### src/rtl/watch_pkg.sv
// watch_pkg: mode encodings, field limits and BCD helpers shared by the watch
// mode sequencer and the clock/stopwatch datapaths.
package watch_pkg;

   typedef enum logic [1:0] {
      MODE_CLOCK     = 2'd0,
      MODE_STOPWATCH = 2'd1,
      MODE_SET_HOUR  = 2'd2,
      MODE_SET_MIN   = 2'd3
   } mode_e;

   localparam logic [4:0] MAX_HOUR = 5'd23;
   localparam logic [5:0] MAX_MIN  = 6'd59;

   // Two BCD digits {tens, ones} to binary 0..99
   function automatic logic [6:0] bcd2_to_bin(input logic [7:0] bcd);
      return (7'(bcd[7:4]) * 7'd10) + 7'(bcd[3:0]);
   endfunction

   // Binary 0..99 to two BCD digits {tens, ones}
   function automatic logic [7:0] bin_to_bcd2(input logic [6:0] bin);
      logic [3:0] tens;
      logic [3:0] ones;
      tens = 4'(bin / 7'd10);
      ones = 4'(bin % 7'd10);
      return {tens, ones};
   endfunction

endpackage

### src/rtl/btn_debounce.sv
// btn_debounce: accepts a new raw button level only after the raw input has
// disagreed with the accepted level for DEBOUNCE_CYC consecutive cycles, and
// reports each accepted rising edge as a one-cycle registered press.
module btn_debounce #(
   parameter int DEBOUNCE_CYC = 20
) (
   input  logic CLK,
   input  logic RESET,
   input  logic RAW,
   output logic LEVEL,
   output logic PRESS
);

   localparam int CNT_W = $clog2(DEBOUNCE_CYC + 1);

   logic [CNT_W-1:0] r_cnt;
   logic             r_level;
   logic             r_level_d;
   logic             r_press;
   logic             w_differs;
   logic             w_accept;

   assign w_differs = (RAW != r_level);
   assign w_accept  = w_differs && (r_cnt == CNT_W'(DEBOUNCE_CYC - 1));

   // Stability counter, accepted level and rising-edge press pulse
   always_ff @(posedge CLK) begin
      // NOTE: clocked state uses non-blocking assignments so every register
      // samples the pre-edge values regardless of statement order.
      if (RESET) begin
         r_cnt     <= '0;
         r_level   <= 1'b0;
         r_level_d <= 1'b0;
         r_press   <= 1'b0;
      end else begin
         r_level_d <= r_level;
         r_press   <= r_level & ~r_level_d;
         if (!w_differs) begin
            r_cnt <= '0;
         end else if (w_accept) begin
            r_cnt   <= '0;
            r_level <= RAW;
         end else begin
            r_cnt <= r_cnt + 1'b1;
         end
      end
   end

   assign LEVEL = r_level;
   assign PRESS = r_press;

endmodule

### src/rtl/watch_mode_ctrl.sv
// watch_mode_ctrl: debounces the four watch buttons, sequences the
// CLOCK / STOPWATCH / SET_HOUR / SET_MIN modes, issues stopwatch and time-set
// commands, and selects the digits and blanking sent to the display.
module watch_mode_ctrl
   import watch_pkg::*;
#(
   parameter int DEBOUNCE_CYC = 20,
   parameter int BLINK_HALF   = 50
) (
   input  logic        CLK,
   input  logic        RESET,
   input  logic        TICK_100HZ,
   input  logic        BTN_MODE,
   input  logic        BTN_SEL,
   input  logic        BTN_INC,
   input  logic        BTN_SS,
   input  logic [15:0] CLK_DIGITS,
   input  logic [15:0] SW_DIGITS,
   output logic [1:0]  MODE,
   output logic        SW_ENABLE,
   output logic        SW_TOGGLE,
   output logic        SW_CLEAR,
   output logic        SET_LOAD,
   output logic [4:0]  SET_HOUR,
   output logic [5:0]  SET_MIN,
   output logic [15:0] DISP_DIGITS,
   output logic [3:0]  DISP_BLANK
);

   localparam int BLINK_PERIOD = 2 * BLINK_HALF;
   localparam int BLINK_W      = $clog2(BLINK_PERIOD);

   // Button bit positions inside w_raw / w_press
   localparam int B_MODE = 0;
   localparam int B_SEL  = 1;
   localparam int B_INC  = 2;
   localparam int B_SS   = 3;

   logic [3:0]         w_raw;
   logic [3:0]         w_press;
   logic               w_mode_p;
   logic               w_sel_p;
   logic               w_inc_p;
   logic               w_ss_p;

   mode_e              r_state;
   mode_e              w_next_state;
   logic               r_sw_run;
   logic               w_next_sw_run;
   logic               r_sw_enable;
   logic               r_sw_toggle;
   logic               w_sw_toggle;
   logic               r_sw_clear;
   logic               w_sw_clear;
   logic               r_set_load;
   logic               w_set_load;
   logic [4:0]         r_hour;
   logic [4:0]         w_next_hour;
   logic [5:0]         r_min;
   logic [5:0]         w_next_min;
   logic               w_inc_done;
   logic               w_next_in_set;
   logic               w_blink_clr;
   logic [BLINK_W-1:0] r_blink;
   logic [BLINK_W-1:0] w_next_blink;
   logic               w_blank_phase;

   assign w_raw = {BTN_SS, BTN_INC, BTN_SEL, BTN_MODE};

   for (genvar g = 0; g < 4; g++) begin : g_btn
      btn_debounce #(
         .DEBOUNCE_CYC(DEBOUNCE_CYC)
      ) u_debounce (
         .CLK  (CLK),
         .RESET(RESET),
         .RAW  (w_raw[g]),
         .LEVEL(),
         .PRESS(w_press[g])
      );
   end

   // MODE beats SEL beats INC/SS; losing presses are simply dropped
   assign w_mode_p = w_press[B_MODE];
   assign w_sel_p  = w_press[B_SEL] & ~w_press[B_MODE];
   assign w_inc_p  = w_press[B_INC] & ~w_press[B_MODE] & ~w_press[B_SEL];
   assign w_ss_p   = w_press[B_SS]  & ~w_press[B_MODE] & ~w_press[B_SEL];

   // State register plus all registered outputs and shadow time
   always_ff @(posedge CLK) begin
      if (RESET) begin
         r_state     <= MODE_CLOCK;
         r_sw_run    <= 1'b0;
         r_sw_enable <= 1'b0;
         r_sw_toggle <= 1'b0;
         r_sw_clear  <= 1'b0;
         r_set_load  <= 1'b0;
         r_hour      <= '0;
         r_min       <= '0;
         r_blink     <= '0;
      end else begin
         r_state     <= w_next_state;
         r_sw_run    <= w_next_sw_run;
         r_sw_enable <= (w_next_state == MODE_STOPWATCH);
         r_sw_toggle <= w_sw_toggle;
         r_sw_clear  <= w_sw_clear;
         r_set_load  <= w_set_load;
         r_hour      <= w_next_hour;
         r_min       <= w_next_min;
         r_blink     <= w_next_blink;
      end
   end

   // Next state, command pulses, shadow time edits and blink counter
   always_comb begin
      // NOTE: every signal gets a default before the case so no path can
      // leave one unassigned and infer a latch.
      w_next_state  = r_state;
      w_next_sw_run = r_sw_run;
      w_next_hour   = r_hour;
      w_next_min    = r_min;
      w_sw_toggle   = 1'b0;
      w_sw_clear    = 1'b0;
      w_set_load    = 1'b0;
      w_inc_done    = 1'b0;

      case (r_state)
         MODE_CLOCK: begin
            if (w_mode_p) w_next_state = MODE_STOPWATCH;
         end
         MODE_STOPWATCH: begin
            if (w_mode_p) begin
               w_next_state = MODE_SET_HOUR;
               w_next_hour  = 5'(bcd2_to_bin(CLK_DIGITS[15:8]));
               w_next_min   = 6'(bcd2_to_bin(CLK_DIGITS[7:0]));
            end else if (w_sel_p) begin
               w_sw_clear = ~r_sw_run;
            end else if (w_ss_p) begin
               w_sw_toggle   = 1'b1;
               w_next_sw_run = ~r_sw_run;
            end
         end
         MODE_SET_HOUR: begin
            if (w_mode_p) begin
               w_next_state = MODE_CLOCK;
            end else if (w_sel_p) begin
               w_next_state = MODE_SET_MIN;
            end else if (w_inc_p) begin
               w_next_hour = (r_hour >= MAX_HOUR) ? 5'd0 : r_hour + 5'd1;
               w_inc_done  = 1'b1;
            end
         end
         MODE_SET_MIN: begin
            if (w_mode_p) begin
               w_next_state = MODE_CLOCK;
            end else if (w_sel_p) begin
               w_next_state = MODE_CLOCK;
               w_set_load   = 1'b1;
            end else if (w_inc_p) begin
               w_next_min = (r_min >= MAX_MIN) ? 6'd0 : r_min + 6'd1;
               w_inc_done = 1'b1;
            end
         end
         default: w_next_state = MODE_CLOCK;
      endcase

      // The run flag only has meaning while the stopwatch is selected
      if (w_next_state != MODE_STOPWATCH) w_next_sw_run = 1'b0;

      // Restart the blink period whenever the edited field changes or appears
      w_next_in_set = (w_next_state == MODE_SET_HOUR) || (w_next_state == MODE_SET_MIN);
      w_blink_clr   = !w_next_in_set || (w_next_state != r_state) || w_inc_done;
      if (w_blink_clr) begin
         w_next_blink = '0;
      end else if (TICK_100HZ) begin
         w_next_blink = (r_blink == BLINK_W'(BLINK_PERIOD - 1)) ? '0 : r_blink + 1'b1;
      end else begin
         w_next_blink = r_blink;
      end
   end

   assign w_blank_phase = (r_blink >= BLINK_W'(BLINK_HALF));

   // Display digit select and per-field blanking
   always_comb begin
      DISP_DIGITS = CLK_DIGITS;
      DISP_BLANK  = 4'b0000;
      case (r_state)
         MODE_CLOCK:     DISP_DIGITS = CLK_DIGITS;
         MODE_STOPWATCH: DISP_DIGITS = SW_DIGITS;
         MODE_SET_HOUR: begin
            DISP_DIGITS = {bin_to_bcd2(7'(r_hour)), bin_to_bcd2(7'(r_min))};
            DISP_BLANK  = w_blank_phase ? 4'b1100 : 4'b0000;
         end
         MODE_SET_MIN: begin
            DISP_DIGITS = {bin_to_bcd2(7'(r_hour)), bin_to_bcd2(7'(r_min))};
            DISP_BLANK  = w_blank_phase ? 4'b0011 : 4'b0000;
         end
         default: DISP_DIGITS = CLK_DIGITS;
      endcase
   end

   assign MODE      = r_state;
   assign SW_ENABLE = r_sw_enable;
   assign SW_TOGGLE = r_sw_toggle;
   assign SW_CLEAR  = r_sw_clear;
   assign SET_LOAD  = r_set_load;
   assign SET_HOUR  = r_hour;
   assign SET_MIN   = r_min;

endmodule
### config.mk
export PLATFORM = sky130hd
export DESIGN_NAME = watch_mode_ctrl
export DESIGN_NICKNAME = d
export VERILOG_FILES = /design/src/rtl/watch_pkg.sv /design/src/rtl/btn_debounce.sv /design/src/rtl/watch_mode_ctrl.sv
export SDC_FILE = /design/constraint.sdc
export NUM_CORES = 1
export LEC_CHECK = 0
export BUFFER_PORTS_ARGS = -buffer_cell sky130_fd_sc_hd__buf_2
export CORE_ASPECT_RATIO = 1.25
export CORE_UTILIZATION = 30
export DETAILED_ROUTE_END_ITERATION = 8
export PLACE_DENSITY = 0.58
export SYNTH_ARGS = -nofsm -noshare
export SYNTH_HDL_FRONTEND = slang
export SYNTH_HIERARCHICAL = 1
export SYNTH_SLANG_ARGS = --single-unit
export TNS_END_PERCENT = 10
### constraint.sdc
create_clock -name CLK -period 2.2 [get_ports CLK]
set_clock_uncertainty 0.05 [all_clocks]
set_input_delay 0.22 -clock CLK [delete_from_list [all_inputs] [get_ports CLK]]
set_output_delay 0.22 -clock CLK [all_outputs]
set_load 0.02 [all_outputs]
After elaboration in Yosys (flattened, before gate mapping)
Index checks and enable logic that the tools add are counted.
{"block": "classes", "add_sub_neg": 9, "mul": 2, "n_div": 4, "order_cmp": 3, "n_eq_ne": 24, "muxes": 30, "bitwise": 23, "n_reduce_logical": 28}
{"operator": "$pmux 16 s3", "count": 1}
{"operator": "$mux 6", "count": 5}
{"operator": "$add 5x1->5 const B", "count": 5}
{"operator": "$mux 5", "count": 5}
{"operator": "$eq 5x5->1 const B", "count": 4}
{"operator": "$reduce_or 3->1", "count": 5}
{"operator": "$mux 2", "count": 7}
{"operator": "$not 1->1", "count": 14}
{"operator": "$ne 2x2->1 const B", "count": 6}
{"operator": "$pmux 6 s2", "count": 1}
{"operator": "$pmux 5 s2", "count": 1}
{"operator": "$reduce_and 5->1", "count": 2}
{"operator": "$and 1x1->1", "count": 9}
{"operator": "$eq 2x2->1 const B", "count": 4}
{"operator": "$pmux 2 s4", "count": 1}
{"operator": "$pmux 4 s2", "count": 1}
{"operator": "$reduce_and 2->1", "count": 4}
{"operator": "$reduce_or 4->1", "count": 2}
{"operator": "$add 7x1->7 const B", "count": 1}
{"operator": "$div 5x4->7 const B", "count": 1}
{"operator": "$div 6x4->7 const B", "count": 1}
{"operator": "$eq 7x7->1 const B", "count": 1}
{"operator": "$ge 7x6->1 const B", "count": 1}
{"operator": "$mod 5x4->7 const B", "count": 1}
{"operator": "other kinds (22)", "count": 40}
{"block": "word_totals", "register_bits": 57, "in_bits": 39, "out_inout_bits": 37, "elab_cells": 148}

Logic depth before layout (Yosys ltp)
Gate-level depths: netlist of run 1.
{"block": "logic_depth", "word_depth": 11, "depth_mapped": 12, "mapped_depth_nobuf": 11}

By module
Netlist of run 1, hierarchy kept.
{"module": "watch_mode_ctrl", "instances": 1, "cells_per_inst": 318, "area_per_inst_um2": 2467.4, "seq_area_each_um2": 500.5}
{"module": "btn_debounce", "instances": 4, "cells_per_inst": 31, "area_per_inst_um2": 334.1, "seq_area_each_um2": 160.2}

Worst setup path before layout of run 1
Ideal clock, no wire load.
{"block": "synth_path", "kind": "register to output", "from": "reg r_hour[2] (netlist: SET_HOUR[2])", "to": "out DISP_DIGITS[10]", "t_arrival_ns": 2.682, "t_required_ns": 1.930, "setup_slack_ns": -0.752, "path_stages_with_launch": 12, "path_buffers": 0, "cell_sequence": "dfxtp_1 inv_1 ha_1 inv_1 ha_1 a31oi_2 xnor2_1 ha_1 a21oi_1 o221ai_2 nor4bb_1 a311oi_1"}
{"block": "synth_between", "elab_chain_cells": 2}
{"item": "start, declared", "line": "watch_mode_ctrl.sv:57", "text": "logic [4:0] r_hour;"}
{"item": "start signal, assigned", "line": "watch_mode_ctrl.sv:107", "text": "r_hour <= w_next_hour;"}
{"item": "$mod 5x4->7", "line": "watch_pkg.sv:25", "text": "ones = 4'(bin % 7'd10);"}
{"item": "$pmux 16 s3", "line": "watch_mode_ctrl.sv:187", "text": "case (r_state)"}
{"item": "end, declared", "line": "watch_mode_ctrl.sv:26", "text": "output logic [15:0] DISP_DIGITS,"}
No other way between the ends.

Final worst setup path of run 1
{"block": "layout_path", "from": "reg r_min[3] (netlist: SET_MIN[3])", "to": "out DISP_DIGITS[1]"}
{"block": "layout_between", "elab_chain_cells": 2}
{"item": "start, declared", "line": "watch_mode_ctrl.sv:59", "text": "logic [5:0] r_min;"}
{"item": "start signal, assigned", "line": "watch_mode_ctrl.sv:108", "text": "r_min <= w_next_min;"}
{"item": "$mod 6x4->7", "line": "watch_pkg.sv:25"}
{"item": "$pmux 16 s3", "line": "watch_mode_ctrl.sv:187"}
No other way between the ends.

==> out/results.tsv, run 1 <==
stage	metric	value	unit
worst_setup_path	worst-path cell chain	nor3b_2 > a21oi_2 > xor2_1 > ha_2 > inv_2 > a21oi_2 > o221ai_2 > a211oi_2 > buf_4 > a211oi_4 > buf_6	
die	Rows	45	
pwr	PD cells	500	nW/um^2
cts	Num CTS Buffers	9	
worst_setup_path	WP data required	1.93	ns
worst_setup_path	CP arrival	2.39	ns
pwr	VDD IR-drop max	0.416	mV
die	IO Pins	76	
pwr	Net Sw Frac	21.9	%
worst_setup_path	crit path max fanout	5	
sta	Slew headroom	67.6	%
global_route	vias in the first global route	3384	
synth	register area share after synthesis	30.0	%
sta	Worst-Margin Slew	0.483	ns
detailed_routing	WL per Instance	13.0	um
detailed_routing	DRT Pass-1 Iters	4	
detailed_routing	vias per cell	4.86	
sta	RSZ-0062 raised after global routing	true	
cts	later-pin clock latency in the skew report	0.32	ns
die	Initial Utilization	31.0	%
worst_setup_path	crit-path most repeated cell	a21oi_2	
worst_setup_path	FF-to-FF path depth	9	
worst_setup_path	Startpoint Class	flop	
cts	clock-pin slew on the worst setup and hold paths	0.05	ns
cts	root buffer cell	clkbuf_16	
detailed_routing	routed vias	3555	
outcome	outcome	finished with violations	
cts	Clock Tree Buf Depth	2	
synth	Cell Area, Synth	3800	um^2
synth	Synthesized Nets	511	
placed_design	HPWL Detailed	7.35	mm
placed_design	gpl congestion	0.802	
sta	Tcrit/Tclk final	121	%
global_route	largest net degree at the start of global routing	21	
synth	synth top area cells	dfxtp_1, ha_1, xnor2_1	
placed_design	IO buf count	75	
die	die width	103	um
synth	Seq cells post-synth	57	
sta	minimum hold slack	0.108	ns
synth	post-synth top area share	30.0	%
sta	Hold Violations, Final	0	
worst_setup_path	Critical Path Max Stage Delay	0.36	ns
cts	htree depth	3	
sta	setup ws final	-0.457	ns
pwr	Pwr Total	0.00262	W
synth	Post-synth EDFFs	0	
worst_setup_path	CP max-delay cell	dfxtp_4	
cells_and_area	non-filler cells, final	732	
outcome	violated checks	negative setup slack	
sta	Max Fclk	376	MHz
cells_and_area	most frequent cells in the layout	buf_2, dfxtp_1, buf_4, nor2_1, nand2_1	
cells_and_area	most common cell after layout, fill and taps aside	buf_2	
synth	Synth area leader	dfxtp_1	
pwr	Leak Pwr	2.12	nW
global_route	gr usage total	14.9	%
die	DIE HEIGHT	128	um
synth	Ys Warns	6	
cts	hold buffers post-CTS	0	
synth	Netlist cell types	59	
sta	post-layout min period	2.66	ns
cts	TritonCTS clock tree	done	
worst_setup_path	Setup crit end kind	output port	
cells_and_area	share of layout cells above drive strength 1	35.2	%
pwr	Internal	0.00205	W
min_path	Worst Hold Class	in2reg	
pwr	Comb power frac	10.3	%
synth	Avg Cell Area, Syn	8.61	um^2
synth	asr flop ratio synth	0	%
global_route	first-pass GRT wire length	15.3	mm
cells_and_area	Layout Nets	632	
die	die area	13100	um^2
global_route	antenna violations before repair	0	
cts	CTS Sinks	57	
placed_design	# placed instances	709	
detailed_routing	drt initial violations	106	
pwr	power share of the clock group	49.8	%
pwr	Reg power frac	39.8	%
synth	ys flop type	dfxtp_1	
global_route	grt total ovfl	0	
cells_and_area	n_diodes	0	
die	core area	12300	um^2
sta	Final Max Tran Viols	0	
pwr	P_sw	0.000575	W
min_path	Hold Crit Depth	2	
detailed_routing	Post-route DRC	0	
cells_and_area	Synth-to-Final Area Change	37.9	%
detailed_routing	Antenna Nets Post-Route	0	
synth	Cells after Synth	442	
job	Max Cap Viol	0	
sta	final setup fails	8	
worst_setup_path	critical path class	reg2out	
detailed_routing	drt total wl	9.49	mm
metrics by stage:
stage	instance area (um^2)	setup slack (ns)	setup TNS, ns	util (%)
after floorplan	3920	-0.289	-1.57	-
after global placement	4750	-0.223	-0.841	38.7
after detailed placement	4750	-0.296	-1.24	38.7
after CTS	5190	-0.446	-3.19	42.3
after global routing	5250	-0.580	-4.14	42.7
final	5250	-0.457	-3.06	42.7
power by group through the flow:
| stage | registers, W | logic [W] | clock network, W |
|---|---|---|---|
| after floorplan | 0.00107 | 0.000166 | 0 |
| after global placement | 0.00107 | 0.000261 | 0 |
| after detailed placement | 0.00107 | 0.000265 | 0 |
| after CTS | 0.00104 | 0.000273 | 0.00134 |
| after global routing | 0.00104 | 0.000303 | 0.00140 |
| final | 0.00105 | 0.000271 | 0.00131 |
cells in the mapped netlist, types with 5 or more instances:
master,instances
clkbuf_1,10
nand3b_1,6
a211oi_1,10
xnor2_1,22
nand2_1,30
nor2b_1,17
o21ai_0,15
xor2_1,10
nor2_2,8
nand3_1,13
o21ai_1,5
a21oi_1,26
dfxtp_1,57
nor2_1,42
inv_1,30
ha_1,28
a21o_1,5
mux2i_1,19
worst paths after layout:
check / start / to / slack [ns]
worst max-delay path: SET_MIN[3]$_SDFFE_PP0P_ / DISP_DIGITS[1] / -0.46
worst min-delay path: TICK_100HZ / r_blink[1]$_SDFFE_PP0P_ / 0.11
worst max register to register: SET_HOUR[2]$_SDFFE_PP0P_ / SET_HOUR[3]$_SDFFE_PP0P_ / 0.41
worst min register to register: g_btn[2].u_debounce/r_level_d$_SDFF_PP0_ / g_btn[2].u_debounce/PRESS$_SDFF_PP0_ / 0.33
cell families after synthesis:
group                      after synthesis  synth area share (%)
xor gates and xnor gates                32                  7.37
muxes                                   20                  5.30
buffers and inverters                   48                  5.10
DFF                                     57                  30.0
adders and majority gates               30                  10.3
and+or+nand+nor                        156                  24.0
AOI/OAI and AO/OA                       99                  18.0
state kept, by name (all words and copies together), names as in the netlist:
register,count
g_btn.u_debounce/r_cnt,20
r_blink,7
SET_MIN,6
SET_HOUR,5
g_btn.u_debounce/LEVEL,4
g_btn.u_debounce/PRESS,4
g_btn.u_debounce/r_level_d,4
MODE,2
SET_LOAD,1
SW_CLEAR,1
SW_ENABLE,1
SW_TOGGLE,1
r_sw_run,1
what timing repair did:
action                                  in CTS  in global routing
gates resized for setup                     29                 10
cloned                                       0                  0
setup buffers                                5                  2
pin swaps                                   19                  7
endpoints found under the setup margin       8                  9
worst max-delay path, delay by kind of cell (launching register included):
kind            cells  cell delay [ns]
compound gates      5             0.70
buf+inv             3             0.39
flops               1             0.36
simple gates        1             0.24
fa+ha+maj           1             0.20
xor+xnor            1             0.16
layout make-up:
| cell class | count | area (um^2) |
|---|---|---|
| clock buffers | 14 | 284 |
| clock inverters | 2 | 10.0 |
| fillers | 1273 | 7030 |
| inverters | 31 | 116 |
| multi-input cells | 337 | 2660 |
| flip-flops and latches | 57 | 1150 |
| well taps | 164 | 205 |
| repair buffers | 127 | 820 |
per-layer routing:
metal	share of wire (%)	track usage (%)
met1	44	17.1
met2	49	26.4
met3	4.2	2.34
met4	2.8	7.23
met5	0	0
Note: power is estimated with default switching activity, not from simulation.
==> inputs of run 2 (changes only) <==
--- a/config.mk
+++ b/config.mk
@@ -14,4 +14,3 @@
 export SYNTH_HDL_FRONTEND = slang
 export SYNTH_HIERARCHICAL = 1
 export SYNTH_SLANG_ARGS = --single-unit
-export TNS_END_PERCENT = 10
==> out/results.tsv, run 2 (same netlist as run 1, synthesis figures left out) <==
stage	metric	value	unit
sta	RSZ-0062 raised after global routing	true	
global_route	vias in the first global route	3570	
detailed_routing	vias per cell	4.91	
min_path	Worst Hold Class	in2reg	
cts	clock-pin slew on the worst setup and hold paths	0.05	ns
cts	TritonCTS clock tree	done	
cells_and_area	fillers	1236	
die	IO Pins	76	
outcome	outcome	finished with violations	
worst_setup_path	kind of cell adding the most delay to the critical path	compound AO/OA/AOI/OAI gates	
worst_setup_path	WP data required	1.93	ns
placed_design	gpl congestion	0.800	
cts	Clock Tree Buf Depth	2	
worst_setup_path	worst-path cell chain	nor2_4 > o21ai_2 > a21oi_2 > xor2_1 > ha_2 > buf_6 > nand2_4 > mux2_4 > o21ai_2 > a21oi_2 > a22oi_2 > buf_6	
worst_setup_path	critical path buffer and inverter count	2	
sta	sum of negative setup slack	-3.29	ns
detailed_routing	DRT Pass-1 Iters	4	
global_route	first-pass GRT wire length	16.3	mm
cells_and_area	Layout Nets	636	
global_route	GR peak layer	met2	
pwr	Leak Pwr	2.14	nW
worst_setup_path	Critical Path Max Stage Delay	0.36	ns
sta	post-layout min period	2.66	ns
die	DIE HEIGHT	128	um
cells_and_area	most common cell after layout, fill and taps aside	buf_2	
global_route	antenna violations before repair	0	
placed_design	HPWL Detailed	7.59	mm
job	Max Cap Viol	0	
die	core area	12300	um^2
cts	CTS Sinks	57	
global_route	grt total ovfl	0	
cts	root buffer cell	clkbuf_16	
sta	Tcrit/Tclk final	121	%
placed_design	Post-DP Area	4800	um^2
detailed_routing	routed vias	3606	
sta	Final Max Tran Viols	0	
sta	Hold Violations, Final	0	
worst_setup_path	critical path class	reg2out	
cells_and_area	finished layout cell area	5380	um^2
cells_and_area	share of layout cells above drive strength 1	37.4	%
sta	final setup fails	8	
cells_and_area	Synth-to-Final Area Change	41.4	%
sta	setup ws final	-0.461	ns
detailed_routing	drt initial violations	118	
cells_and_area	Most flops, register	g_btn.u_debounce/r_cnt	
detailed_routing	WL per Instance	13.5	um
worst_setup_path	crit path max fanout	5	
sta	Max Fclk	376	MHz
die	Rows	45	
global_route	largest net degree at the start of global routing	20	
die	die area	13100	um^2
die	die width	103	um
pwr	PD cells	472	nW/um^2
sta	Slew headroom	64.4	%
outcome	violated checks	negative setup slack	
detailed_routing	drt total wl	9.92	mm
cells_and_area	most frequent cells in the layout	buf_2, buf_4, dfxtp_1, nor2_1, nand2_1	
detailed_routing	Post-route DRC	0	
cts	hold buffers post-CTS	0	
pwr	VDD IR-drop max	0.433	mV
cells_and_area	n_diodes	0	
global_route	GR Layer Usage met1	16.9	%
cts	htree depth	3	
worst_setup_path	CP max-delay cell	dfxtp_4	
global_route	gr usage total	15.8	%
worst_setup_path	Startpoint Class	flop	
worst_setup_path	Setup crit end kind	output port	
placed_design	IO buf count	75	
detailed_routing	Antenna Nets Post-Route	0	
global_route	met3 usage	3.00	%
cts	Num CTS Buffers	9	
worst_setup_path	CP arrival	2.39	ns
pwr	Pwr Total	0.00254	W
global_route	met2 usage	29.4	%
cells_and_area	max reg flops	20	
sta	Worst-Margin Slew	0.533	ns
cts	later-pin clock latency in the skew report	0.32	ns
die	Initial Utilization	31.0	%
run 2: changes by cell type in the layout (fill, tap and decap cells not counted), sizes merged:
cell    previous run  this run
buf              127       131
clkinv             2         0
run 2: layout make-up:
cell class | count | area, um^2 | area share (%)
Multi-Input combinational cell | 337 | 2770 | 51.5
Timing Repair Buffer | 131 | 857 | 15.9
Tap cell | 164 | 205 | 3.81
Sequential cell | 57 | 1160 | 21.6
Inverter | 31 | 121 | 2.26
Clock buffer | 14 | 264 | 4.91
run 2: where the power goes:
| part | total, W | switching, W | internal [W] |
|---|---|---|---|
| Combinational | 0.000269 | 0.000136 | 0.000133 |
| Clock | 0.00123 | 0.000421 | 0.000808 |
| Sequential | 0.00104 | 0.00000513 | 0.00104 |
| Total | 0.00254 | 0.000562 | 0.00198 |
run 2: path summary, 6_finish.rpt:
path	start	to	slack, ns	cells after the start
worst max register to register	MODE[0]$_SDFF_PP0_	SET_MIN[1]$_SDFFE_PP0P_	0.26	5
worst max-delay path	SET_MIN[3]$_SDFFE_PP0P_	DISP_DIGITS[2]	-0.46	12
worst min-delay path	BTN_SS	g_btn[3].u_debounce/LEVEL$_SDFFE_PP0P_	0.11	3
worst min register to register	g_btn[3].u_debounce/r_level_d$_SDFF_PP0_	g_btn[3].u_debounce/PRESS$_SDFF_PP0_	0.33	1
run 2: through the flow:
stage,hold slack (ns),setup WS [ns],std cells,util [%]
final,0.111,-0.461,734,43.8
after global routing,0.116,-0.602,734,43.8
after CTS,0.101,-0.490,729,43.1
after detailed placement,0.321,-0.282,709,39.1
after global placement,0.322,-0.202,709,39.1
after floorplan,0.242,-0.286,442,-
run 2: repair_timing:
item                                    4_1_cts  5_1_grt
endpoints found under the setup margin        8        8
gates resized for setup                      41       11
pin swaps                                    15       12
setup buffers                                 6        6
run 2: tightest hold or removal path: cells and delay by family:
family | cells | cell delay, ns
buf+inv | 1 | 0.09
simple gates | 1 | 0.07
mux | 1 | 0.06
run 2: layer usage:
layer | wire (um) | share of wire (%) | vias up
met5 | 0 | 0 | -
met4 | 219 | 2.2 | 0
met3 | 446 | 4.5 | 17
met2 | 5070 | 51 | 91
met1 | 4180 | 42 | 1673
li1 | - | - | 1825
